==> src/rtl/mem_stage_sram_controller_if.sv <==
// Bundle of the MEM-stage pipeline request and the external SRAM bus.
//
// Handshake: memoryReadEnabled/memoryWriteEnabled act as the request valid
// from the EXE->MEM stage register. A request is taken only while the
// controller is IDLE. ready is the pipeline-advance signal: 1 lets every
// stage register load, 0 freezes them all. The requester keeps its request
// stable while ready is 0.
//
// Signals:
//   memoryReadEnabled   load request
//   memoryWriteEnabled  store request (wins over a load when both are high)
//   aluResult           byte address of the access
//   data                store data
//   sram_rdata          SRAM read data
//   sram_addr           SRAM word address (18 bits)
//   sram_wdata          SRAM write data
//   sram_en             SRAM access active
//   sram_we_n           SRAM write enable, active-low
//   readData            captured load data for the MEM->WB stage register
//   ready               1 = pipeline may advance
// Modports: slave = controller side, master = pipeline/SRAM side.
interface mem_stage_sram_controller_if;
  logic        memoryReadEnabled;
  logic        memoryWriteEnabled;
  logic [31:0] aluResult;
  logic [31:0] data;
  logic [31:0] sram_rdata;
  logic [17:0] sram_addr;
  logic [31:0] sram_wdata;
  logic        sram_en;
  logic        sram_we_n;
  logic [31:0] readData;
  logic        ready;

  modport slave (
    input  memoryReadEnabled,
    input  memoryWriteEnabled,
    input  aluResult,
    input  data,
    input  sram_rdata,
    output sram_addr,
    output sram_wdata,
    output sram_en,
    output sram_we_n,
    output readData,
    output ready
  );

  modport master (
    output memoryReadEnabled,
    output memoryWriteEnabled,
    output aluResult,
    output data,
    output sram_rdata,
    input  sram_addr,
    input  sram_wdata,
    input  sram_en,
    input  sram_we_n,
    input  readData,
    input  ready
  );
endinterface

==> src/rtl/mem_stage_sram_controller.sv <==
// MEM-stage controller for an external multi-cycle SRAM.
// Latches address/store data when a request arrives in IDLE, holds the SRAM
// enabled for WAIT_CYCLES cycles, captures read data on the final access
// edge and then gives the pipeline exactly one ready cycle (DONE).
//
// Ports:
//   clk        rising-edge clock
//   rst        synchronous reset, active-low
//   bus        mem_stage_sram_controller_if.slave (request, SRAM bus, ready)
//   state_dbg  current FSM state (0 = IDLE, 1 = ACCESS, 2 = DONE)
// Parameters:
//   WAIT_CYCLES  SRAM access length in cycles, 1..15
//   ADDR_BASE    byte address mapped to SRAM word 0
module mem_stage_sram_controller #(
  parameter int WAIT_CYCLES = 5,
  parameter int ADDR_BASE   = 1024
) (
  input  logic                          clk,
  input  logic                          rst,
  mem_stage_sram_controller_if.slave    bus,
  output logic [1:0]                    state_dbg
);

  localparam int CW = $clog2(WAIT_CYCLES + 1);
  localparam logic [CW-1:0] LAST_CNT = CW'(WAIT_CYCLES - 1);

  typedef enum logic [1:0] {
    IDLE   = 2'd0,
    ACCESS = 2'd1,
    DONE   = 2'd2
  } state_t;

  state_t        state;
  logic [CW-1:0] cnt;
  logic          req;
  logic [31:0]   offset;

  assign req = bus.memoryReadEnabled | bus.memoryWriteEnabled;

  // Unsigned 32-bit subtract; addresses below the base wrap before the shift.
  assign offset = bus.aluResult - 32'(ADDR_BASE);

  // ready drops in the same cycle a request is seen so no stage register
  // advances past the access being started.
  assign bus.ready = (state == DONE) || ((state == IDLE) && !req);
  assign state_dbg = state;

  always_ff @(posedge clk) begin
    if (!rst) begin
      state          <= IDLE;
      cnt            <= '0;
      bus.sram_en    <= 1'b0;
      bus.sram_we_n  <= 1'b1;
      bus.sram_addr  <= '0;
      bus.sram_wdata <= '0;
      bus.readData   <= '0;
    end else begin
      case (state)
        IDLE: begin
          if (req) begin
            bus.sram_addr  <= 18'(offset >> 2);
            bus.sram_wdata <= bus.data;
            bus.sram_en    <= 1'b1;
            // Write wins when both requests are high.
            bus.sram_we_n  <= ~bus.memoryWriteEnabled;
            cnt            <= '0;
            state          <= ACCESS;
          end
        end
        ACCESS: begin
          cnt <= cnt + 1'b1;
          if (cnt == LAST_CNT) begin
            // sram_we_n still high here means this access is a read.
            if (bus.sram_we_n) begin
              bus.readData <= bus.sram_rdata;
            end
            bus.sram_en   <= 1'b0;
            bus.sram_we_n <= 1'b1;
            state         <= DONE;
          end
        end
        DONE: begin
          // A request still present here is taken in the following IDLE cycle.
          state <= IDLE;
        end
        default: begin
          bus.sram_en   <= 1'b0;
          bus.sram_we_n <= 1'b1;
          state         <= IDLE;
        end
      endcase
    end
  end

endmodule

==> src/flat_wrapper.sv <==
// flat-port wrapper written by rule: the top's interface ports become plain ports
module mem_stage_sram_controller_flat 
#(
  parameter int WAIT_CYCLES = 5,
  parameter int ADDR_BASE   = 1024
)
  (clk, rst, state_dbg, bus_memoryReadEnabled, bus_memoryWriteEnabled, bus_aluResult, bus_data, bus_sram_rdata, bus_sram_addr, bus_sram_wdata, bus_sram_en, bus_sram_we_n, bus_readData, bus_ready);
  mem_stage_sram_controller_if bus_i ();
  input  logic clk;
  input  logic rst;
  output logic [1:0] state_dbg;
  input wire logic [$bits(bus_i.memoryReadEnabled)-1:0] bus_memoryReadEnabled;
  input wire logic [$bits(bus_i.memoryWriteEnabled)-1:0] bus_memoryWriteEnabled;
  input wire logic [$bits(bus_i.aluResult)-1:0] bus_aluResult;
  input wire logic [$bits(bus_i.data)-1:0] bus_data;
  input wire logic [$bits(bus_i.sram_rdata)-1:0] bus_sram_rdata;
  output wire logic [$bits(bus_i.sram_addr)-1:0] bus_sram_addr;
  output wire logic [$bits(bus_i.sram_wdata)-1:0] bus_sram_wdata;
  output wire logic [$bits(bus_i.sram_en)-1:0] bus_sram_en;
  output wire logic [$bits(bus_i.sram_we_n)-1:0] bus_sram_we_n;
  output wire logic [$bits(bus_i.readData)-1:0] bus_readData;
  output wire logic [$bits(bus_i.ready)-1:0] bus_ready;
  assign bus_i.memoryReadEnabled = bus_memoryReadEnabled;
  assign bus_i.memoryWriteEnabled = bus_memoryWriteEnabled;
  assign bus_i.aluResult = bus_aluResult;
  assign bus_i.data = bus_data;
  assign bus_i.sram_rdata = bus_sram_rdata;
  assign bus_sram_addr = bus_i.sram_addr;
  assign bus_sram_wdata = bus_i.sram_wdata;
  assign bus_sram_en = bus_i.sram_en;
  assign bus_sram_we_n = bus_i.sram_we_n;
  assign bus_readData = bus_i.readData;
  assign bus_ready = bus_i.ready;
  mem_stage_sram_controller #(.WAIT_CYCLES(WAIT_CYCLES), .ADDR_BASE(ADDR_BASE)) u_core (.clk(clk), .rst(rst), .bus(bus_i), .state_dbg(state_dbg));
endmodule
==> config.mk <==
export PLATFORM = sky130hd
export DESIGN_NAME = mem_stage_sram_controller_flat
export DESIGN_NICKNAME = d
export VERILOG_FILES = /design/src/rtl/mem_stage_sram_controller_if.sv /design/src/rtl/mem_stage_sram_controller.sv /design/src/flat_wrapper.sv
export SDC_FILE = /design/constraint.sdc
export NUM_CORES = 1
export LEC_CHECK = 0
export ABC_CLOCK_PERIOD_IN_PS = 2350
export CORE_ASPECT_RATIO = 1.75
export CORE_MARGIN = 2
export CORE_UTILIZATION = 55
export CTS_CLUSTER_DIAMETER = 200
export DETAILED_ROUTE_END_ITERATION = 8
export DONT_BUFFER_PORTS = 1
export PLACE_DENSITY = 0.7
export SLEW_MARGIN = 20
export SYNTH_ARGS = -nofsm -noshare
export SYNTH_HDL_FRONTEND = slang
export SYNTH_SLANG_ARGS = --single-unit
==> constraint.sdc <==
create_clock -name clk -period 2.35 [get_ports clk]
set_input_delay 0.235 -clock clk [delete_from_list [all_inputs] [get_ports clk]]
set_output_delay 0.235 -clock clk [all_outputs]
set_load 0.05 [all_outputs]
Word level (Yosys, flattened, before mapping)

Index checks and enable logic that the tools add are counted.

Bits in registers: 89
Bits of input ports: 100
Output and inout bits: 87

$add $sub $neg: 2
Equal/unequal tests: 5
Multiplexer cells: 11
Bitwise logic cells: 3
Reductions and logical operators: 10

Operator list:

| cell                                                 | count |
|---|---|
| subtractor 20 x 11 -> 20 bit (second input constant) | 1 |
| one-hot mux 1 bit (3 select lines)                   | 2 |
| one-hot mux 3 bit (2 select lines)                   | 1 |
| AND reduction 2 bit                                  | 3 |
| AND reduction 3 bit                                  | 2 |
| two-way mux 1 bit                                    | 4 |
| two-way mux 2 bit                                    | 2 |
| != test 2 x 1 -> 1 bit (second input constant)       | 2 |
| one-hot mux 2 bit (2 select lines)                   | 1 |
| adder 3 x 1 -> 3 bit (second input constant)         | 1 |
| equality test 3 bit (second input constant)          | 1 |
| two-way mux 3 bit                                    | 1 |
| equality test 2 x 1 -> 1 bit (second input constant) | 1 |
| equality test 2 bit (second input constant)          | 1 |
| logical NOT 2 bit                                    | 1 |
| inverter 1 bit                                       | 2 |
| nonzero test 2 bit                                   | 1 |
| logical AND 1 bit                                    | 1 |
| logical NOT 1 bit                                    | 1 |
| logical OR 1 bit                                     | 1 |
| bitwise OR 1 bit                                     | 1 |

Longest topological paths before layout

Depth in word-level cells: 4
Mapped depth: 7
Mapped depth without buffers: 6

Worst setup path before layout

No wires, ideal clock.

Path type: register to output
Start point: reg u_core.state[1], in the netlist u_core.state_dbg[1]
End point: out bus_ready
Arrival: 1523 ps
Required time: 2115 ps
Setup slack: 592 ps
Cell stages (with the launch flop): 3
Buffers on the path: 0
Cell sequence: dfxtp_1 > o21ba_2 > nor2_1

Word-level cells in the longest chain between the ends: 3

Ends and longest elaborated chain:

| what                   | RTL line                        | text |
|---|---|---|
| start, declared        | mem_stage_sram_controller.sv:33 | `state_t state;` |
| start signal, assigned | mem_stage_sram_controller.sv:50 | `state <= IDLE;` |
| start signal, assigned | mem_stage_sram_controller.sv:67 | `state <= ACCESS;` |
| start signal, assigned | mem_stage_sram_controller.sv:79 | `state <= DONE;` |
| logical NOT 2 bit      | mem_stage_sram_controller.sv:45 | `assign bus.ready = (state == DONE) \|\| ((state == IDLE) && !req);` |
| logical AND 1 bit      | mem_stage_sram_controller.sv:45 |  |
| logical OR 1 bit *     | mem_stage_sram_controller.sv:45 |  |
| end, declared          | flat_wrapper.sv:22              | `output wire logic [$bits(bus_i.ready)-1:0] bus_ready;` |

Every way passes the cells marked *; elsewhere a longest branch is shown, timed or not.

Final worst setup path

Start point: reg u_core.state[1], in the netlist u_core.state_dbg[1]
End point: reg u_core.bus.sram_addr[11]

Word-level cells in the longest chain between the ends: 2

Ends and longest elaborated chain:

| what                          | RTL line                           | text |
|---|---|---|
| logical NOT 2 bit             | mem_stage_sram_controller.sv:58    | `case (state)` |
| AND reduction 2 bit (no line) | n/a                                |  |
| end signal, assigned          | mem_stage_sram_controller.sv:61    | `bus.sram_addr <= 18'(offset >> 2);` |
| end, declared                 | mem_stage_sram_controller_if.sv:41 | `output sram_addr,` |

No other way between the ends.
A chain may end at the register's enable or synchronous reset.

==> key figures <==
Timing
  – Final period utilization: 71.3%
  – RSZ-0062 raised after global routing: no
  – Max Slew Vio Count: 0
  – Slack of the critical path: 0.673 ns
  – Final hold vios: 0
  – Slew of the pin with the lowest slew margin: 0.541 ns
  – Post-layout minimum cycle time: 1.68 ns
  – Hold WS: 0.0161 ns
  – Setup Viol. Count Final: 0
  – Clock Skew: 0.00782 ns
  – Setup_tns: 0 ns
  – Fmax: 596 MHz
  – Relative slew slack: 63.9%

Synth
  – Synth Warn #: 0
  – Syn Std Cell Area: 3730 um^2
  – Post-synth top cells: nand2_1, dfxtp_1, a21boi_1, a21boi_2, nand2_2
  – Dominant cells by area after synthesis: dfxtp_1, nand2_1, a21boi_2, a21boi_1, nand2_2
  – Post-synth top flop: dfxtp_1
  – Avg Synthesized Cell Area: 9.14 um^2
  – Post-synthesis register bit count: 89
  – EDFF count, synth: 0
  – Cell count after synthesis: 408
  – Top-area cell type share of the netlist area: 47.8%
  – Sequential fraction of the synthesis area: 47.8%
  – Most common cell in the netlist: nand2_1
  – Total nets after synthesis: 511
  – Async SR Flop Fraction: 0%
  – Synth unique cells: 39
  – Post-synth top area cell: dfxtp_1

Job
  – Max Cap Viol: 0

Worst setup path
  – Worst setup EP type: register
  – CP Class: reg2reg
  – Worst EP required: 2.57 ns
  – Slack of the worst reg-to-reg path: 0.67 ns
  – Critical Path Start: u_core.state_dbg[1]$_SDFFE_PN0P_
  – Cells on worst reg2reg path: 6
  – Data arrival time of the worst path: 1.90 ns
  – FF-to-FF End: u_core.bus.sram_addr[11]$_SDFFE_PN0P_
  – CP max FO: 39
  – Reg2Reg Launch Point: u_core.state_dbg[1]$_SDFFE_PN0P_
  – CP endpoint: u_core.bus.sram_addr[11]$_SDFFE_PN0P_
  – Startpoint types: register

Power
  – Maximum vdd ir drop: 0.672 mV
  – Power Dens Cells: 892 nW/um^2
  – Lkg Pwr: 1.51 nW
  – Power Total: 0.00360 W

Route
  – Avg WL per Cell: 15.2 um
  – Initial DRT Pass Iterations: 4
  – DR WL met3: 838 um
  – Post-route DRC: 0
  – Met1 wire length: 2660 um
  – Routed vias/inst: 5.33
  – Via count: 2585
  – Routed Antenna Nets: 0
  – Highest metal used: met4
  – Drt total wl: 7380 um
  – Initial DRC count: 158
  – Metal2 WL: 3660 um

Clocking
  – Clk sinks: 89
  – Total CTS buffers: 9
  – Max H-tree Level: 3
  – CTS max path bufs: 2
  – Clock Root Buffer: clkbuf_16
  – Clock Pin Slew Worst Setup and Hold Paths: 0.06 ns
  – Post-CTS Resized: 0
  – Skew-Pair Late Insertion Delay: 0.34 ns
  – CTS tree: yes

Global route
  – Vias in the first global route: 2430
  – Initial antenna violation count: 0
  – Largest net degree at the start of global routing: 90
  – First-pass GRT wire length: 11200 um
  – Grt ovf: 0
  – GRT Resource Usage Total: 19.4%

Floorplan
  – Initial Utilization: 57.0%
  – Die Ht: 113 um
  – Core area: 6540 um^2
  – Die Width: 66.2 um
  – # rows: 39
  – Area of the die: 7480 um^2
  – Io pins: 187

Finish
  – Final nets: 502
  – Synthesis-to-layout area growth: 8.19%
  – Antenna cells: 0
  – Final instance area: 4030 um^2
  – Share of cells above drive strength 1: 22.3%

Placed design
  – Detailed placement HPWL: 5190 um
  – IO Port Bufs: 0
  – GP Congestion: 0.862
  – Placed instance area: 3710 um^2
  – DP Worst Slack: 0.672 ns

Status
  – Outcome: finished clean

Hold path
  – Hold Crit Depth: 2
  – Tightest Hold Check Type: in2reg
## cell families (layout without fill, tap and decap cells)
family                     after synthesis  in the layout  share of synthesized area [%]
xor gates and xnor gates                 7              7                           1.64
DFF                                     89             89                           47.8
and+or+nand+nor                        179            179                           21.9
adders and majority gates                3              3                           1.01
AOI/OAI and AO/OA                       96             96                           22.0
buffers and inverters                   34             29                           5.60
## routing by layer
metal  GRT usage, %  up-vias
met5              0        -
met4           13.1        0
met3           7.46       19
met2           32.4      116
met1           19.4     1138
li1               -     1312
## timing repair
action | CTS | global route
endpoints found under the hold margin | 1 | 0
hold buffers | 1 | 0
setup buffers | 0 | 0
## per-stage QoR
step	instances	util (%)
after CTS	485	61.7
final	485	61.7
after global placement	469	56.7
after floorplan	408	-
after detailed placement	469	56.7
after global routing	485	61.7
## worst max-delay path, stage by stage (launching register included)
cell     delay, ns
dfxtp_1       0.31
buf_4         0.19
o21ba_2       0.30
nor2b_4       0.15
buf_4         0.34
nand3_1       0.13
o211a_1       0.15
## worst min path at each step
stage,from,to
after floorplan,bus_sram_rdata[0],u_core.bus.readData[0]$_SDFFE_PN0P_
after global placement,rst,u_core.bus.sram_we_n$_SDFFE_PN1P_
after detailed placement,rst,u_core.bus.sram_we_n$_SDFFE_PN1P_
after CTS,bus_sram_rdata[2],u_core.bus.readData[2]$_SDFFE_PN0P_
after global routing,bus_sram_rdata[27],u_core.bus.readData[27]$_SDFFE_PN0P_
final,bus_sram_rdata[23],u_core.bus.readData[23]$_SDFFE_PN0P_
## state kept, by name, indices dropped and copies added (netlist names)
signal                 flops
u_core.bus.readData       32
u_core.bus.sram_wdata     32
u_core.bus.sram_addr      18
u_core.cnt                 3
u_core.state_dbg           2
u_core.bus.sram_en         1
u_core.bus.sram_we_n       1
## placed cells by master (no fill, tap or decap), drive strengths merged, types with 2 or more instances in the layout
master  count
nand2     153
dfxtp      89
a21boi     74
clkbuf     13
buf         8
o21ai       7
inv         5
a21oi       5
o211a       5
nor2        5
xor2        4
nand3       3
nor3        3
xnor2       3
ha          3
nor2b       3
nor3b       2
and4        2
## area by class of cell
type / count / area [um^2]
Fill cell: 558 / 2500
Sequential cell: 89 / 1780
Multi-Input combinational cell: 285 / 1750
Clock buffer: 13 / 280
Tap cell: 82 / 103
Timing Repair Buffer: 9 / 70.1
Clock inverter: 2 / 35.0
Inverter: 5 / 18.8
## report_power, final
group	internal, W	leakage [nW]	switching [W]
Clock	0.000931	0.158	0.000540
Combinational	0.000106	0.619	0.000133
Sequential	0.00159	0.728	0.000302
Total	0.00262	1.51	0.000975
Power figures use the tool's default switching activity.
